**src/rtl/stopwatch_ctrl.sv**
```systemverilog
// ---------------------------------------------------------------------------
// stopwatch_ctrl
//
// Control front end for a seconds stopwatch. Two bouncy push buttons
// (start/pause and clear) are synchronised and debounced. Each accepted press
// becomes a one-cycle event, and those events drive a small IDLE/RUN/PAUSE
// state machine. While running, a prescaler divides the system clock down to
// a one-cycle-per-second count-enable for a downstream seconds counter.
//
// Parameters
//   FREQ     clock frequency in Hz; the prescaler period in cycles
//   DEB_CYC  cycles a synchronised key level must differ from the accepted
//            level before it is taken as the new level
//
// Ports
//   clk          in   system clock; all state changes on the rising edge
//   n_rst        in   asynchronous active-low reset
//   key_start_n  in   start/pause button, active-low, async, bouncy
//   key_clr_n    in   clear button, active-low, async, bouncy
//   tick_1hz     out  one-cycle count-enable pulse, once per second in RUN
//   clr          out  one-cycle clear pulse for the seconds counter
//   running      out  high while the controller is in RUN
// ---------------------------------------------------------------------------
module stopwatch_ctrl #(
    parameter int FREQ    = 50_000_000,
    parameter int DEB_CYC = 500_000
) (
    input  logic clk,
    input  logic n_rst,
    input  logic key_start_n,
    input  logic key_clr_n,
    output logic tick_1hz,
    output logic clr,
    output logic running
);

    // Guard against a zero-width prescaler when FREQ is 1.
    localparam int PW = (FREQ > 1) ? $clog2(FREQ) : 1;
    localparam int DW = (DEB_CYC > 0) ? $clog2(DEB_CYC + 1) : 1;

    localparam logic [PW-1:0] PCNT_MAX = PW'(FREQ - 1);
    localparam logic [DW-1:0] DEB_MAX  = DW'(DEB_CYC - 1);

    // Key index 0 is start/pause, index 1 is clear.
    localparam int K_START = 0;
    localparam int K_CLR   = 1;

    typedef enum logic [1:0] {
        IDLE  = 2'd0,
        RUN   = 2'd1,
        PAUSE = 2'd2
    } state_t;

    // -----------------------------------------------------------------------
    // State
    // -----------------------------------------------------------------------
    logic [1:0]    sync1_q, sync1_d;
    logic [1:0]    sync2_q, sync2_d;
    logic [1:0]    deb_q, deb_d;
    logic [1:0]    deb_prev_q, deb_prev_d;
    logic [DW-1:0] deb_cnt_q [2];
    logic [DW-1:0] deb_cnt_d [2];

    state_t        state_q, state_d;
    logic [PW-1:0] pcnt_q, pcnt_d;
    logic          tick_q, tick_d;
    logic          clr_q, clr_d;
    logic          running_q, running_d;

    logic [1:0]    press;
    logic          start_ev;
    logic          clr_ev;

    // -----------------------------------------------------------------------
    // Two-flop synchronisers. The raw pins are sampled as a packed pair so
    // both keys share the same structure below.
    // -----------------------------------------------------------------------
    always_comb begin
        sync1_d = {key_clr_n, key_start_n};
        sync2_d = sync1_q;
    end

    // -----------------------------------------------------------------------
    // Debouncer. The counter measures how long the synchronised level has
    // disagreed with the accepted level; any agreement restarts it. When the
    // disagreement has lasted DEB_CYC evaluations the new level is accepted
    // and the counter restarts, so the counter never needs to reach DEB_CYC.
    // -----------------------------------------------------------------------
    always_comb begin
        deb_d      = deb_q;
        deb_prev_d = deb_q;
        for (int k = 0; k < 2; k++) begin
            deb_cnt_d[k] = '0;
            if (sync2_q[k] != deb_q[k]) begin
                if (deb_cnt_q[k] == DEB_MAX) begin
                    deb_d[k]     = sync2_q[k];
                    deb_cnt_d[k] = '0;
                end else begin
                    deb_cnt_d[k] = deb_cnt_q[k] + 1'b1;
                end
            end
        end
    end

    // A press is the cycle right after the accepted level falls. Releases
    // and long holds generate nothing because only the 1->0 step qualifies.
    assign press    = deb_prev_q & ~deb_q;
    assign start_ev = press[K_START];
    assign clr_ev   = press[K_CLR];

    // -----------------------------------------------------------------------
    // Controller next-state. Clear wins over start when both arrive in the
    // same cycle. The prescaler only advances on cycles that begin and end in
    // RUN, so the edge that enters RUN (from IDLE or PAUSE) and the edge that
    // leaves it both leave pcnt untouched; that is what lets a pause preserve
    // the partial second, including a pause taken at FREQ-1.
    // -----------------------------------------------------------------------
    always_comb begin
        state_d = state_q;
        pcnt_d  = pcnt_q;

        if (clr_ev) begin
            state_d = IDLE;
        end else if (start_ev) begin
            case (state_q)
                IDLE:    state_d = RUN;
                RUN:     state_d = PAUSE;
                PAUSE:   state_d = RUN;
                default: state_d = IDLE;
            endcase
        end

        if (state_d == IDLE) begin
            pcnt_d = '0;
        end else if ((state_q == RUN) && (state_d == RUN)) begin
            pcnt_d = (pcnt_q == PCNT_MAX) ? '0 : pcnt_q + 1'b1;
        end

        // Any event taken while in RUN leaves RUN, so requiring RUN on both
        // sides of the edge suppresses the tick for a clear or a pause that
        // lands on the last cycle of a second, and keeps tick and clr apart.
        tick_d    = (state_q == RUN) && (state_d == RUN) && (pcnt_q == PCNT_MAX);
        clr_d     = clr_ev;
        running_d = (state_d == RUN);
    end

    // -----------------------------------------------------------------------
    // All registers. Reset puts the keys in the released state so that a key
    // held down through reset is seen as a fresh press once it has been
    // stable for the debounce time.
    // -----------------------------------------------------------------------
    always_ff @(posedge clk or negedge n_rst) begin
        if (!n_rst) begin
            sync1_q      <= 2'b11;
            sync2_q      <= 2'b11;
            deb_q        <= 2'b11;
            deb_prev_q   <= 2'b11;
            deb_cnt_q[0] <= '0;
            deb_cnt_q[1] <= '0;
            state_q      <= IDLE;
            pcnt_q       <= '0;
            tick_q       <= 1'b0;
            clr_q        <= 1'b0;
            running_q    <= 1'b0;
        end else begin
            sync1_q      <= sync1_d;
            sync2_q      <= sync2_d;
            deb_q        <= deb_d;
            deb_prev_q   <= deb_prev_d;
            deb_cnt_q[0] <= deb_cnt_d[0];
            deb_cnt_q[1] <= deb_cnt_d[1];
            state_q      <= state_d;
            pcnt_q       <= pcnt_d;
            tick_q       <= tick_d;
            clr_q        <= clr_d;
            running_q    <= running_d;
        end
    end

    assign tick_1hz = tick_q;
    assign clr      = clr_q;
    assign running  = running_q;

endmodule

```
**config.mk**
```make
export PLATFORM = sky130hd
export DESIGN_NAME = stopwatch_ctrl
export DESIGN_NICKNAME = d
export VERILOG_FILES = /design/src/rtl/stopwatch_ctrl.sv
export SDC_FILE = /design/constraint.sdc
export NUM_CORES = 1
export LEC_CHECK = 0
export ABC_AREA = 1
export CAP_MARGIN = 20
export CORE_MARGIN = 3
export CORE_UTILIZATION = 50
export DETAILED_ROUTE_END_ITERATION = 10
export GPL_ROUTABILITY_DRIVEN = 0
export PLACE_DENSITY_LB_ADDON = 0.2
export SETUP_SLACK_MARGIN = 0.3
export SYNTH_ARGS = -nofsm -noshare
export SYNTH_HDL_FRONTEND = slang
export SYNTH_SLANG_ARGS = --single-unit
```
**constraint.sdc**
```tcl
create_clock -name clk -period 4.6 [get_ports clk]
set_input_delay 0.46 -clock clk [delete_from_list [all_inputs] [get_ports clk]]
set_output_delay 0.46 -clock clk [all_outputs]
set_load 0.05 [all_outputs]
```
==> flow_summary.yaml <==
status:
  status: "complete, no violations"
critical_path:
  timing.rr.start: "deb_prev_d[1]"
  worstPathMaxFanout: 1
  cp_slowest_cell: "clkdlybuf4s50_1"
  critPathTopFamily: "buffers and inverters"
  cp_num_buf_inv: 1
  criticalPathCategory: "register to primary output"
  cp_num_cells: 1
  reg2reg_depth: 8
  worstPathCellList: "clkdlybuf4s50_1"
  r2r_end: "pcnt_q[14]"
  cp.required_ns: 4.14
  critPathArrivalTime_ns: 1.49
  max_stage_delay_ns: 0.81
  cp-end-kind: "primary output"
  critPathLaunchType: "register"
  rrSetupSlack_ns: 2.71
cells_and_area:
  register_area_sq_um: 1937
  areaGrowthSynthToFinish_pct: 6.924
  fin_cells: 746
  final_area_sq_um: 4888
  diodes: 0
  n_fill_cell: 823
  multi_input_area_sq_um: 2252
  layout.nets: 641
  final_util_pct: 55.51
  drive_gt1_share_pct: 11.76
clock_tree:
  post_cts_resized: 0
  insertion_delay_ns: 0.35
  clock_path_buffers: 2
  cts_root_buf: "clkbuf_8"
  cts_inserted_buffers: 9
  post-cts-setup-buffers: 0
  clkTransAtPathRegs_ns: 0.08
  cts_tree: "yes"
  hold_buffers: 0
  cts_max_level: 3
  clock-sinks: 77
sta:
  worstMarginPinSlew_ns: 0.9349
  finalHoldViolCount: 0
  fin_crit_sh_pct: 42.29
  post-route-min-period_ns: 1.945
  report.final.slew_viol_count: 0
  fin_setup_tns_ns: 0
  maxSlewHeadroom_pct: 37.67
  final-setup-viol-count: 0
  fmax_mhz: 514.0
  fin_worst_skew_ns: 0.009099
  rsz0062_at_grt: "no"
detailed_routing:
  ant_nets: 0
  drc: 0
  via_per_inst: 5.304
  via_count: 3957
  first_pass_iters: 7
  routed_wl_um: 9466
  drt-initial-drc-count: 154
  avgRoutedWirePerCell_um: 12.69
grt:
  grt.overflow.total: 0
  antenna_found_initial: 0
  grt_pass1_vias: 3718
  grt_first_pass_wirelength_um: 16950
  grt_max_degree: 78
  track_usage_pct: 20.26
placement:
  placed_area_sq_um: 4697
  io_buffers: 6
  dp.cells: 730
  dpl.hpwl_um: 6877
synthesis:
  syn_avg_cell_area_sq_um: 7.327
  ys_async_sr_fraction_pct: 100.0
  synth.distinct_cells: 34
  netlist.area_leader.share_pct: 37.77
  synth.cell_area_sq_um: 4572
  synth-edff-count: 0
  synth_area_leaders: "dfrtp_1 (38%), nand2_1 (12%), nor2_1 (9.2%), inv_1 (6.5%), nand3_1 (5.8%)"
  synth.net_count: 632
  synthTopCellsByCount: "nand2_1 (142), nor2_1 (112), inv_1 (79)"
  yosys_warnings: 0
  synth_top_area_cell: "dfrtp_1"
  ys_ff_latch: 77
  synth_ff_type: "dfrtp_1"
  synth_seq_area_share_pct: 42.36
  synth.most_common_cell: "nand2_1"
  syn_inst: 624
floorplanning:
  die_y_um: 101.6
  core_area_sq_um: 8806
  start_util_pct: 51.92
  fp.dieW_um: 101.6
  io_pins: 7
  die-area_sq_um: 10330
  rows: 34
pwr:
  pwr_density_cell_nw_per_um2: 249.3
  max-vdd-ir-drop_uv: 139.9
  p_sw_share_pct: 22.85
  intPower_mw: 0.9402
  p_comb_share_pct: 2.4
  leakagePower_nw: 1.956
  p_clk_share_pct: 41.1
  p_switching_mw: 0.2784
  seq_power_share_pct: 56.5
  design_power_total_mw: 1.219
flow_run:
  cap_viol_max_count: 0
min_path:
  hold_path.class: "input port to async pin"
## sequential cells by signal, indices dropped and copies added (netlist names)
signal and flops:
running 1, clr 1, sync2_q 2, state_q 2
deb_prev_d 2, deb_prev_q 2, sync1_q 2, pcnt_q 26
tick_1hz 1, deb_cnt_q 38
## cell type report
cell class	count	area share [%]
Clock inverter	6	1.305
Sequential cell	77	39.62
Timing Repair Buffer	6	1.177
Tap cell	108	2.764
Inverter	84	6.450
Clock buffer	10	2.611
Multi-Input combinational cell	455	46.07
## worst max path at each step
stage                       endpoint           from  slack [ns]
after floorplan           pcnt_q[23]      pcnt_q[0]        3.05
after CTS                        clr            clr        2.63
after global routing      pcnt_q[13]  deb_prev_d[0]        2.52
final                            clr            clr        2.65
after detailed placement  pcnt_q[13]  deb_prev_d[1]        2.72
after global placement    pcnt_q[13]  deb_prev_d[1]        2.79
## power by group through the flow
stage | Sequential [mW] | Clock [mW] | Combinational [mW]
after floorplan | 0.701 | 0 | 0.0126
after global placement | 0.702 | 0 | 0.0313
after detailed placement | 0.702 | 0 | 0.0313
after CTS | 0.689 | 0.523 | 0.0313
after global routing | 0.690 | 0.547 | 0.0356
final | 0.689 | 0.500 | 0.0295
## cells in the final DEF (no fill, tap or decap), drive strengths merged, types with 4 or more instances in the layout
cell,count
nand2,159
nor2,134
inv,84
dfrtp,69
nand3,56
nand4,25
xor2,16
a21oi,16
nor3,16
clkbuf,10
dfstp,8
o21ai,6
nor4,5
nor3b,5
clkdlybuf4s50,5
xnor2,4
nand3b,4
ha,4
## metrics by stage
step           worst slack [ns]  hold slack (ns)
3_5_place_dp              2.716           0.3499
2_1_floorplan             3.046           0.1644
6_report                  2.655           0.2399
5_1_grt                   2.518           0.3319
4_1_cts                   2.632           0.2886
3_3_place_gp              2.788           0.3520
## logic make-up (layout without fill, tap and decap cells)
| kind of cell | Yosys count | after routing | synth area share [%] |
|---|---|---|---|
| fa+ha+maj | 4 | 4 | 1.095 |
| simple gates | 405 | 405 | 41.30 |
| xor+xnor | 20 | 20 | 3.831 |
| compound gates | 26 | 26 | 3.038 |
| buf+inv | 92 | 106 | 8.374 |
| flops | 77 | 77 | 42.36 |
## layer usage
| layer | vias to the layer above | GRT usage, % | share of wire (%) |
|---|---|---|---|
| li1 | 1997 | - | - |
| met1 | 1836 | 28.57 | 49 |
| met2 | 110 | 31.29 | 44 |
| met3 | 14 | 4.408 | 5.8 |
| met4 | 0 | 6.135 | 1.4 |
| met5 | - | 0 | 0 |
Power figures use the tool's default switching activity.
